<file path="config.mk">
export PLATFORM = sky130hd
export DESIGN_NAME = gc_refresh_scheduler_flat
export DESIGN_NICKNAME = d
export VERILOG_FILES = /design/src/rtl/gc_refresh_scheduler_if.sv /design/src/rtl/gc_refresh_scheduler.sv /design/src/flat_wrapper.sv
export SDC_FILE = /design/constraint.sdc
export NUM_CORES = 1
export LEC_CHECK = 0
export ABC_AREA = 1
export CAP_MARGIN = 20
export CORE_MARGIN = 4
export CORE_UTILIZATION = 50
export DETAILED_ROUTE_END_ITERATION = 6
export HOLD_SLACK_MARGIN = 0.1
export PLACE_DENSITY = 0.65
export SLEW_MARGIN = 15
export SYNTH_ARGS = -nofsm -noshare
export SYNTH_HDL_FRONTEND = slang
export SYNTH_SLANG_ARGS = --single-unit
</file>
<file path="constraint.sdc">
create_clock -name clk -period 8.42 [get_ports clk]
set_input_delay 1.684 -clock clk [delete_from_list [all_inputs] [get_ports clk]]
set_output_delay 1.684 -clock clk [all_outputs]
set_load 0.05 [all_outputs]
</file>
<file path="src/rtl/gc_refresh_scheduler_if.sv">
// Bundle of the user request port, the array command port and the refresh
// status flags seen by the gain-cell refresh scheduler.
interface gc_refresh_scheduler_if #(
    parameter int ADDR_W = 7
);
    // User requester side
    logic              ref_start;
    logic              user_valid;
    logic              user_we;
    logic [ADDR_W-1:0] user_addr;
    logic              user_ready;

    // Array macro command side
    logic              arr_en;
    logic              arr_we;
    logic              arr_ref;
    logic [ADDR_W-1:0] arr_addr;

    // Refresh status
    logic              ref_active;
    logic              ref_done;
    logic              ref_overrun;

    // Environment side: issues user commands, consumes array commands and status
    modport master (
        output ref_start, user_valid, user_we, user_addr,
        input  user_ready, arr_en, arr_we, arr_ref, arr_addr,
        input  ref_active, ref_done, ref_overrun
    );

    // Scheduler side
    modport slave (
        input  ref_start, user_valid, user_we, user_addr,
        output user_ready, arr_en, arr_we, arr_ref, arr_addr,
        output ref_active, ref_done, ref_overrun
    );
endinterface

</file>
<file path="src/rtl/gc_refresh_scheduler.sv">
// Refresh scheduler for a gain-cell DRAM array. Arbitrates the single array
// command port between user traffic and a row-by-row refresh sweep, skips rows
// already restored by user traffic during the current sweep, and stalls users
// when the retention deadline leaves too little slack to finish the sweep.
module gc_refresh_scheduler #(
    parameter int ADDR_W       = 7,
    parameter int ROWS         = 128,
    parameter int RET_CYCLES   = 4096,
    parameter int FORCE_MARGIN = 16
) (
    input  logic                   clk,
    input  logic                   rst,
    gc_refresh_scheduler_if.slave  bus
);
    localparam int TMR_W = $clog2(RET_CYCLES);
    localparam int PTR_W = ADDR_W + 1;

    localparam logic [TMR_W-1:0] TMR_RELOAD = TMR_W'(RET_CYCLES - 1);
    localparam logic [TMR_W-1:0] TMR_ZERO   = TMR_W'(0);
    localparam logic [TMR_W-1:0] TMR_ONE    = TMR_W'(1);
    localparam logic [TMR_W-1:0] ROWS_T     = TMR_W'(ROWS);
    localparam logic [TMR_W-1:0] MARGIN_T   = TMR_W'(FORCE_MARGIN);
    localparam logic [PTR_W-1:0] PTR_ZERO   = PTR_W'(0);
    localparam logic [PTR_W-1:0] PTR_ONE    = PTR_W'(1);
    localparam logic [PTR_W-1:0] PTR_END    = PTR_W'(ROWS);

    typedef enum logic [1:0] {
        ST_IDLE  = 2'd0,
        ST_SWEEP = 2'd1,
        ST_FORCE = 2'd2
    } state_e;

    state_e            state_q, state_d;
    logic [TMR_W-1:0]  tmr_q, tmr_d;
    logic [PTR_W-1:0]  ptr_q, ptr_d;
    logic [ROWS-1:0]   bitmap_q, bitmap_d;
    logic              arr_en_q, arr_en_d;
    logic              arr_we_q, arr_we_d;
    logic              arr_ref_q, arr_ref_d;
    logic [ADDR_W-1:0] arr_addr_q, arr_addr_d;
    logic              ref_done_q, ref_done_d;
    logic              overrun_q, overrun_d;

    logic              expire_s;
    logic              active_s;
    logic              user_ready_s;
    logic              accept_s;
    logic              ptr_adv_s;
    logic              complete_s;
    logic              clear_s;
    logic              restart_s;
    logic              slack_low_s;
    logic [TMR_W-1:0]  slack_s;
    logic [PTR_W-1:0]  ptr_inc_s;
    logic [ADDR_W-1:0] ptr_row_s;
    logic              set_en_s;
    logic [ADDR_W-1:0] set_idx_s;

    assign ptr_row_s = ptr_q[ADDR_W-1:0];
    assign ptr_inc_s = ptr_q + PTR_ONE;
    assign expire_s  = (tmr_q == TMR_ZERO);
    assign accept_s  = bus.user_valid & user_ready_s;

    // Remaining rows plus margin, compared unsigned against the retention timer
    always_comb begin
        slack_s     = ROWS_T - TMR_W'(ptr_q) + MARGIN_T;
        slack_low_s = (tmr_q < slack_s);
    end

    // Retention timer: free-running down-counter, reloaded on wrap or sweep request
    always_comb begin
        if ((state_q == ST_IDLE) && bus.ref_start) begin
            tmr_d = TMR_RELOAD;
        end else if (expire_s) begin
            tmr_d = TMR_RELOAD;
        end else begin
            tmr_d = tmr_q - TMR_ONE;
        end
    end

    // FSM next state: expire has priority over entering FORCE; completion wins over expire
    always_comb begin
        state_d = state_q;
        case (state_q)
            ST_IDLE: begin
                if (expire_s || bus.ref_start) begin
                    state_d = ST_SWEEP;
                end else begin
                    state_d = ST_IDLE;
                end
            end
            ST_SWEEP: begin
                if (complete_s) begin
                    state_d = expire_s ? ST_SWEEP : ST_IDLE;
                end else if (expire_s) begin
                    state_d = ST_SWEEP;
                end else if (slack_low_s) begin
                    state_d = ST_FORCE;
                end else begin
                    state_d = ST_SWEEP;
                end
            end
            ST_FORCE: begin
                if (complete_s) begin
                    state_d = expire_s ? ST_SWEEP : ST_IDLE;
                end else if (expire_s) begin
                    state_d = ST_SWEEP;
                end else begin
                    state_d = ST_FORCE;
                end
            end
            default: state_d = ST_IDLE;
        endcase
    end

    // FSM outputs: sweep activity and user admission (no admission while in reset)
    always_comb begin
        active_s     = 1'b0;
        user_ready_s = 1'b0;
        case (state_q)
            ST_IDLE: begin
                active_s     = 1'b0;
                user_ready_s = rst;
            end
            ST_SWEEP: begin
                active_s     = 1'b1;
                user_ready_s = rst;
            end
            ST_FORCE: begin
                active_s     = 1'b1;
                user_ready_s = 1'b0;
            end
            default: begin
                active_s     = 1'b0;
                user_ready_s = 1'b0;
            end
        endcase
    end

    // Op selection: one array op per cycle, user first, otherwise a sweep step
    always_comb begin
        arr_en_d   = 1'b0;
        arr_we_d   = 1'b0;
        arr_ref_d  = 1'b0;
        arr_addr_d = {ADDR_W{1'b0}};
        set_en_s   = 1'b0;
        set_idx_s  = {ADDR_W{1'b0}};
        ptr_adv_s  = 1'b0;
        if (accept_s) begin
            arr_en_d   = 1'b1;
            arr_addr_d = bus.user_addr;
            set_idx_s  = bus.user_addr;
            if (bus.user_we) begin
                arr_we_d = 1'b1;
                set_en_s = active_s;
            end else if (active_s && !bitmap_q[bus.user_addr]) begin
                // First read of this row in the sweep doubles as its refresh
                arr_ref_d = 1'b1;
                set_en_s  = 1'b1;
            end else begin
                arr_ref_d = 1'b0;
            end
            // Pointer may still move past a row already covered earlier
            ptr_adv_s = active_s & bitmap_q[ptr_row_s];
        end else if (active_s) begin
            ptr_adv_s = 1'b1;
            if (!bitmap_q[ptr_row_s]) begin
                arr_en_d   = 1'b1;
                arr_ref_d  = 1'b1;
                arr_addr_d = ptr_row_s;
                set_en_s   = 1'b1;
                set_idx_s  = ptr_row_s;
            end else begin
                arr_en_d = 1'b0;
            end
        end else begin
            ptr_adv_s = 1'b0;
        end
    end

    // Sweep bookkeeping: completion, restart on missed deadline, bitmap and pointer
    always_comb begin
        complete_s = ptr_adv_s && (ptr_inc_s == PTR_END);
        restart_s  = active_s && expire_s && !complete_s;
        clear_s    = complete_s || restart_s;
        bitmap_d   = bitmap_q;
        if (set_en_s) begin
            bitmap_d[set_idx_s] = 1'b1;
        end else begin
            bitmap_d = bitmap_q;
        end
        if (clear_s) begin
            bitmap_d = {ROWS{1'b0}};
            ptr_d    = PTR_ZERO;
        end else if (ptr_adv_s) begin
            ptr_d = ptr_inc_s;
        end else begin
            ptr_d = ptr_q;
        end
        ref_done_d = complete_s;
        overrun_d  = overrun_q | restart_s;
    end

    // State, timer, sweep tracking and registered array/status outputs
    always_ff @(posedge clk) begin
        if (!rst) begin
            state_q    <= ST_IDLE;
            tmr_q      <= TMR_RELOAD;
            ptr_q      <= PTR_ZERO;
            bitmap_q   <= {ROWS{1'b0}};
            arr_en_q   <= 1'b0;
            arr_we_q   <= 1'b0;
            arr_ref_q  <= 1'b0;
            arr_addr_q <= {ADDR_W{1'b0}};
            ref_done_q <= 1'b0;
            overrun_q  <= 1'b0;
        end else begin
            state_q    <= state_d;
            tmr_q      <= tmr_d;
            ptr_q      <= ptr_d;
            bitmap_q   <= bitmap_d;
            arr_en_q   <= arr_en_d;
            arr_we_q   <= arr_we_d;
            arr_ref_q  <= arr_ref_d;
            arr_addr_q <= arr_addr_d;
            ref_done_q <= ref_done_d;
            overrun_q  <= overrun_d;
        end
    end

    assign bus.user_ready  = user_ready_s;
    assign bus.arr_en      = arr_en_q;
    assign bus.arr_we      = arr_we_q;
    assign bus.arr_ref     = arr_ref_q;
    assign bus.arr_addr    = arr_addr_q;
    assign bus.ref_active  = active_s;
    assign bus.ref_done    = ref_done_q;
    assign bus.ref_overrun = overrun_q;
endmodule

</file>
<file path="src/flat_wrapper.sv">
// flat-port wrapper written by rule: the top's interface ports become plain ports
module gc_refresh_scheduler_flat 
#(
    parameter int ADDR_W       = 7,
    parameter int ROWS         = 128,
    parameter int RET_CYCLES   = 4096,
    parameter int FORCE_MARGIN = 16
)
  (clk, rst, bus_ref_start, bus_user_valid, bus_user_we, bus_user_addr, bus_user_ready, bus_arr_en, bus_arr_we, bus_arr_ref, bus_arr_addr, bus_ref_active, bus_ref_done, bus_ref_overrun);
  gc_refresh_scheduler_if #(.ADDR_W(ADDR_W)) bus_i ();
  input  logic clk;
  input  logic rst;
  input wire logic [$bits(bus_i.ref_start)-1:0] bus_ref_start;
  input wire logic [$bits(bus_i.user_valid)-1:0] bus_user_valid;
  input wire logic [$bits(bus_i.user_we)-1:0] bus_user_we;
  input wire logic [$bits(bus_i.user_addr)-1:0] bus_user_addr;
  output wire logic [$bits(bus_i.user_ready)-1:0] bus_user_ready;
  output wire logic [$bits(bus_i.arr_en)-1:0] bus_arr_en;
  output wire logic [$bits(bus_i.arr_we)-1:0] bus_arr_we;
  output wire logic [$bits(bus_i.arr_ref)-1:0] bus_arr_ref;
  output wire logic [$bits(bus_i.arr_addr)-1:0] bus_arr_addr;
  output wire logic [$bits(bus_i.ref_active)-1:0] bus_ref_active;
  output wire logic [$bits(bus_i.ref_done)-1:0] bus_ref_done;
  output wire logic [$bits(bus_i.ref_overrun)-1:0] bus_ref_overrun;
  assign bus_i.ref_start = bus_ref_start;
  assign bus_i.user_valid = bus_user_valid;
  assign bus_i.user_we = bus_user_we;
  assign bus_i.user_addr = bus_user_addr;
  assign bus_user_ready = bus_i.user_ready;
  assign bus_arr_en = bus_i.arr_en;
  assign bus_arr_we = bus_i.arr_we;
  assign bus_arr_ref = bus_i.arr_ref;
  assign bus_arr_addr = bus_i.arr_addr;
  assign bus_ref_active = bus_i.ref_active;
  assign bus_ref_done = bus_i.ref_done;
  assign bus_ref_overrun = bus_i.ref_overrun;
  gc_refresh_scheduler #(.ADDR_W(ADDR_W), .ROWS(ROWS), .RET_CYCLES(RET_CYCLES), .FORCE_MARGIN(FORCE_MARGIN)) u_core (.clk(clk), .rst(rst), .bus(bus_i));
endmodule
</file>
==> impl_metrics.toml, run 1 <==
[clock_network]
cts_tree = "yes"
cts_resized = 0
clk-insertion-delay-late_ns = 0.45
post_cts_buffers = 0
path_clk_slew_ns = 0.07
cts_made_buffers = 17
hold_buffers = 0
htree_levels = 4
root_buffer = "clkbuf_16"
clockBufferDepth = 2
cts.sinks = 162

[power_and_ir_drop]
sw_frac_of_total = 0.298
pwr-share-comb = 0.129
p_switching_mw = 0.531
p_int_mw = 1.25
power.density_nw_per_um2 = 181
power_frac_seq = 0.437
power_mw = 1.78
p_leak_nw = 3.69
clkPwrFrac = 0.434
vdd_drop_max_mv = 0.147

[synth]
yosysUniqueCellTypes = 34
ys_ff_latch = 162
ys_warn_count = 0
synth_area_leaders = "dfxtp_1 36%, nand2_1 13%, a21oi_1 13%"
synth.largest_area_cell = "dfxtp_1"
yosysTopAreaCellShare = 0.357
synthesis.instances = 1376
synth_fp_nets = 1408
netlist_area_um2 = 9090
avgSynthCellArea_um2 = 6.60
yosysSeqAreaShare = 0.357

[setup_path]
worst-path-max-fanout = 22
cp_slowest_cell = "clkdlybuf4s50_1"
r2r_end = "u_core.bitmap_q[11]"
critPathKind = "primary input to register"
required_ns = 8.79
r2r_start = "u_core.ptr_q[0]"
rrSetupSlack_ns = 3.87
cp_top_family = "simple AND/OR/NAND/NOR gates"
worst_ep_arrival_time_ns = 5.91
cp-start-kind = "primary input"
critPathMaxStageDelay_ns = 1.12
cp_num_buf_inv = 3
worst_setup_path_end_kind = "register"
critical_path.cell_chain = "clkdlybuf4s50_1 > inv_1 > nand3_1 > nand2_1 > nand2_1 > nand3_1 > nand3_1 > nand3_1 > nand2_1 > nand2_1 > nand3_2 > inv_1 > nor2_2 > nand2_1 > a21oi_1"
cpMostUsedCell = "nand2_1"
r2r_cells = 16

[hold_path]
min_path_type = "register to register"
hold_path.startpoint = "u_core.tmr_q[0]"
hold_path_depth = 1
min_to = "u_core.tmr_q[0]"

[floorplan]
die_h_um = 143
core.rowCount = 49
dieArea_um2 = 20400
initial_utilization = 0.508
core_um2 = 17900
io_pins = 26
die_w_um = 143

[placed_design]
gp_congestion = 0.936
dp_hpwl_mm = 17.7
io_buffers = 25

[global_route]
grt_pass1_wl_mm = 44.4
grt_usage = 0.277
grt_pass1_vias = 8268
grt_overflow = 0
antenna_found_initial = 0
grt_max_degree = 86

[drt]
highest_layer = "met4"
met3_length_mm = 2.29
drc_errors = 0
routed_wirelength_mm = 27.7
drtIter0Drc = 993
firstDrtPassIters = 6
wl_per_cell_um = 17.5
wl_met2_mm = 12.4
ant_nets = 0
vias = 8994
vias_per_cell = 5.67
wl_met1_mm = 12.3

[cells_and_area]
fin_util = 0.548
nets = 1377
layout-drive-gt1-share = 0.0677
syn_to_final_growth_pct = 8.00
diodes = 0

[timing]
period_needed_ns = 5.54
max_clock_freq_mhz = 181
slew_viol_final = 0
tightest_slew_ns = 0.991
final-setup-viol-count = 0
period_share = 0.658
rsz0062_at_grt = "no"
maxSlewHeadroom = 0.337
finClkSkew_ns = 0.0110
tns_ns = 0
hold_viol_final = 0

[outcome]
status = "finished, final reports clean"

[job]
maxCapViolations = 0
## cell usage in the layout, fill, tap and decap left out, drive strengths merged, types with 9 or more instances in the layout
master and n:
nand2 330, a21oi 232, inv 175, dfxtp 162
nand3 142, o21ai 88, nor2 85, clkdlybuf4s50 24
o211ai 20, ha 20, clkbuf 17, nand4 13
xor2 12, buf 9
## per-stage QoR
| stage | cells | hold slack (ns) | setup WS [ns] | area, um2 |
|---|---|---|---|---|
| final | 1587 | 0.410 | 2.88 | 9810 |
| after global routing | 1587 | 0.424 | 2.69 | 9810 |
| after CTS | 1586 | 0.413 | 2.97 | 9790 |
| after detailed placement | 1554 | 0.395 | 2.54 | 9210 |
| after global placement | 1554 | 0.390 | 2.60 | 9210 |
| after floorplan | 1376 | 0.376 | 4.33 | 9090 |
## power by group through the flow
| stage | combinational (mW) | sequential, mW | clock [mW] |
|---|---|---|---|
| finish | 0.229 | 0.779 | 0.773 |
| global route | 0.254 | 0.779 | 0.814 |
| CTS | 0.226 | 0.779 | 0.777 |
| floorplan | 0.170 | 0.798 | 0 |
| global placement | 0.223 | 0.796 | 0 |
| detailed placement | 0.224 | 0.796 | 0 |
## state kept, by name, indices dropped and copies added (netlist names), 2 cells and up
register / count
u_core.bitmap_q: 128
u_core.bus.arr_addr: 7
u_core.ptr_q: 8
u_core.state_q: 2
u_core.tmr_q: 12
## how the worst max path moves through the flow
stage,start,end,slack [ns],cells past startpoint
after global routing,bus_user_addr[2],u_core.bitmap_q[68],2.69,15
after CTS,bus_user_addr[1],u_core.bitmap_q[68],2.97,18
final,bus_user_addr[2],u_core.bitmap_q[68],2.88,15
after detailed placement,bus_user_addr[1],u_core.bitmap_q[68],2.54,18
after floorplan,rst,bus_user_ready,4.33,2
after global placement,bus_user_addr[1],u_core.bitmap_q[68],2.60,18
## cell usage after synthesis (all sizes together)
master    n
o21ai    88
a21oi   232
nor3      5
a211oi    2
nand3b    1
or2       3
nor2     85
nand3   142
buf      56
nor4      1
nand2   330
o211ai   20
o31ai     1
a21o      3
inv     170
a31oi     1
ha       20
xor2     12
dfxtp   162
xnor2     2
clkbuf   27
nand4    13
## cells by family (layout without fill, tap and decap cells)
family	count (synthesis)	in the layout	share of synthesized area
DFF	162	162	0.357
xor gates and xnor gates	14	14	0.0135
and+or+nand+nor	580	580	0.281
AOI/OAI and AO/OA	347	347	0.200
adders and majority gates	20	20	0.0275
buffers and inverters	253	235	0.121
## routing by layer
layer,GRT usage,vias up
li1,-,4434
met1,0.386,4115
met2,0.433,380
met3,0.0586,65
met4,0.0850,0
met5,0,-
## cell type report
cell class                      count  area [um2]
Tap cell                          229         287
Inverter                          170         638
Clock inverter                     15         149
Timing Repair Buffer               33         328
Fill cell                        1843        8090
Clock buffer                       17         425
Multi-Input combinational cell    961        4740
Sequential cell                   162        3250
No activity file was read; power rests on OpenSTA's default activity.
==> inputs of run 2 (changes only) <==
PLACE_DENSITY = 0.67   (was 0.65)
clock period = 4.5 ns   (was 8.42 ns; I/O delays follow)
==> run 2 against run 1 <==
Die area is the same. Sequential share of layout area fell by 0.28 points. Wire length rose by 0.45%. Critical path depth decreased by 3. Register-to-register slack got worse by 3.1 ns. Highest routed layer unchanged. Setup slack got worse by 2.1 ns. Total power up 81%. First-iteration DRC count grew 4.5%. Final area is 0.85% higher. Clock power rose by 69%.
==> impl_metrics.toml, run 2 (synthesized netlist as in run 1, its figures left out) <==
[clock_network]
cts_resized = 0
clockBufferDepth = 2
post_cts_buffers = 0
path_clk_slew_ns = 0.06
cts_tree = "yes"
cts_made_buffers = 17
htree_levels = 4
clk-insertion-delay-late_ns = 0.44
hold_buffers = 0
cts.sinks = 162
root_buffer = "clkbuf_16"

[cells_and_area]
final_common_cell = "nand2_1"
layout-drive-gt1-share = 0.0724
largest_reg_flops = 128
top_register = "u_core.bitmap_q"
nets = 1387
stdcell_area_um2 = 9900
syn_to_final_growth_pct = 8.92
final_cell_mix = "322 x nand2_1, 231 x a21oi_1, 161 x inv_1"
diodes = 0
top_regs = "u_core.bitmap_q (128), u_core.tmr_q (12), u_core.ptr_q (8)"

[setup_path]
critPathMaxStageDelay_ns = 0.79
cp_slowest_cell = "nor2_2"
cp_num_buf_inv = 4
critical_path.cell_chain = "clkdlybuf4s50_1 > inv_1 > nor2_1 > nand2_1 > inv_1 > nand2_1 > nand2_4 > inv_2 > nand3_1 > nor2_2 > nand2_1 > a21oi_1"
worst-path-max-fanout = 14
critPathKind = "primary input to register"
cpMostUsedCell = "nand2_1"
worst_ep_arrival_time_ns = 4.07
cp_top_family = "simple AND/OR/NAND/NOR gates"
worst_setup_path_end_kind = "register"
required_ns = 4.86
cp-start-kind = "primary input"

[job]
maxCapViolations = 0

[drt]
firstDrtPassIters = 5
ant_nets = 0
vias_per_cell = 5.66
drc_errors = 0
routed_wirelength_mm = 27.9
wl_per_cell_um = 17.5
vias = 9033
drtIter0Drc = 1038

[timing]
tns_ns = 0
final-setup-viol-count = 0
finClkSkew_ns = 0.00990
slew_viol_final = 0
maxSlewHeadroom = 0.343
period_needed_ns = 3.71
rsz0062_at_grt = "no"
max_clock_freq_mhz = 270
period_share = 0.824
hold_viol_final = 0
tightest_slew_ns = 0.985

[power_and_ir_drop]
power.density_nw_per_um2 = 325
vdd_drop_max_mv = 0.297
p_leak_nw = 3.73
power_mw = 3.22

[global_route]
grt_overflow = 0
met2_usage = 0.432
busiest_layer = "met2"
grt_max_degree = 91
gr-usage-met1 = 0.373
antenna_found_initial = 0
met3_usage = 0.0559
grt_usage = 0.274
grt_pass1_wl_mm = 44.0
grt_pass1_vias = 8130

[floorplan]
io_pins = 26
core_um2 = 17900
die_h_um = 143
dieArea_um2 = 20400
initial_utilization = 0.508
die_w_um = 143
core.rowCount = 49

[hold_path]
min_path_type = "register to register"

[outcome]
status = "finished, final reports clean"

[placed_design]
place_area_um2 = 9380
gp_congestion = 0.964
io_buffers = 25
dp_hpwl_mm = 17.1
run 2: metal layers:
metal	vias up	wire, um	part of all wire
li1	4439	-	-
met1	4105	12200	0.44
met2	427	12400	0.45
met3	62	2460	0.088
met4	0	801	0.029
met5	-	0	0
run 2: power by group:
part	switching (mW)	leakage [nW]	internal, mW
sequential	0.00522	1.31	1.44
clock	0.602	0.248	0.711
combinational	0.322	2.17	0.136
run 2: through the flow:
step | hold slack (ns) | setup WS [ns] | std cells | util
floorplan | 0.376 | 1.44 | 1376 | -
global placement | 0.394 | 0.449 | 1565 | 0.524
detailed placement | 0.394 | 0.448 | 1565 | 0.524
CTS | 0.409 | 0.897 | 1597 | 0.553
global route | 0.438 | 0.518 | 1597 | 0.553
finish | 0.407 | 0.791 | 1597 | 0.553
run 2: final timing paths:
path / startpoint / endpoint / slack (ns) / cells past startpoint
worst max-delay path: rst / u_core.bitmap_q[12] / 0.79 / 12
worst max register to register: u_core.ptr_q[3] / u_core.bitmap_q[12] / 0.79 / 16
worst min-delay path: u_core.tmr_q[0] / u_core.tmr_q[0] / 0.41 / 1
worst min register to register: u_core.tmr_q[0] / u_core.tmr_q[0] / 0.41 / 1
run 2: worst register-to-register path, cell delays in order (launching register included):
cell and delay, ns:
dfxtp_1 0.47, inv_1 0.09, nor2_1 0.60, nand2_1 0.11, nand2_1 0.14, inv_1 0.05, a21oi_1 0.31, nor2_2 0.09
nand2_2 0.09, nand2_4 0.11, nand4_2 0.11, nand2_4 0.10, inv_2 0.10, nand3_1 0.17, nor2_2 0.79, nand2_1 0.12
a21oi_1 0.18
run 2: area by class of cell:
cell class              instances  area, um2
flip-flops and latches        162       3250
repair buffers                 43        470
inverters                     170        638
multi-input cells             961       4740
clock buffers                  21        450
fillers                      1766       8000
clock inverters                11       65.1
well taps                     229        287
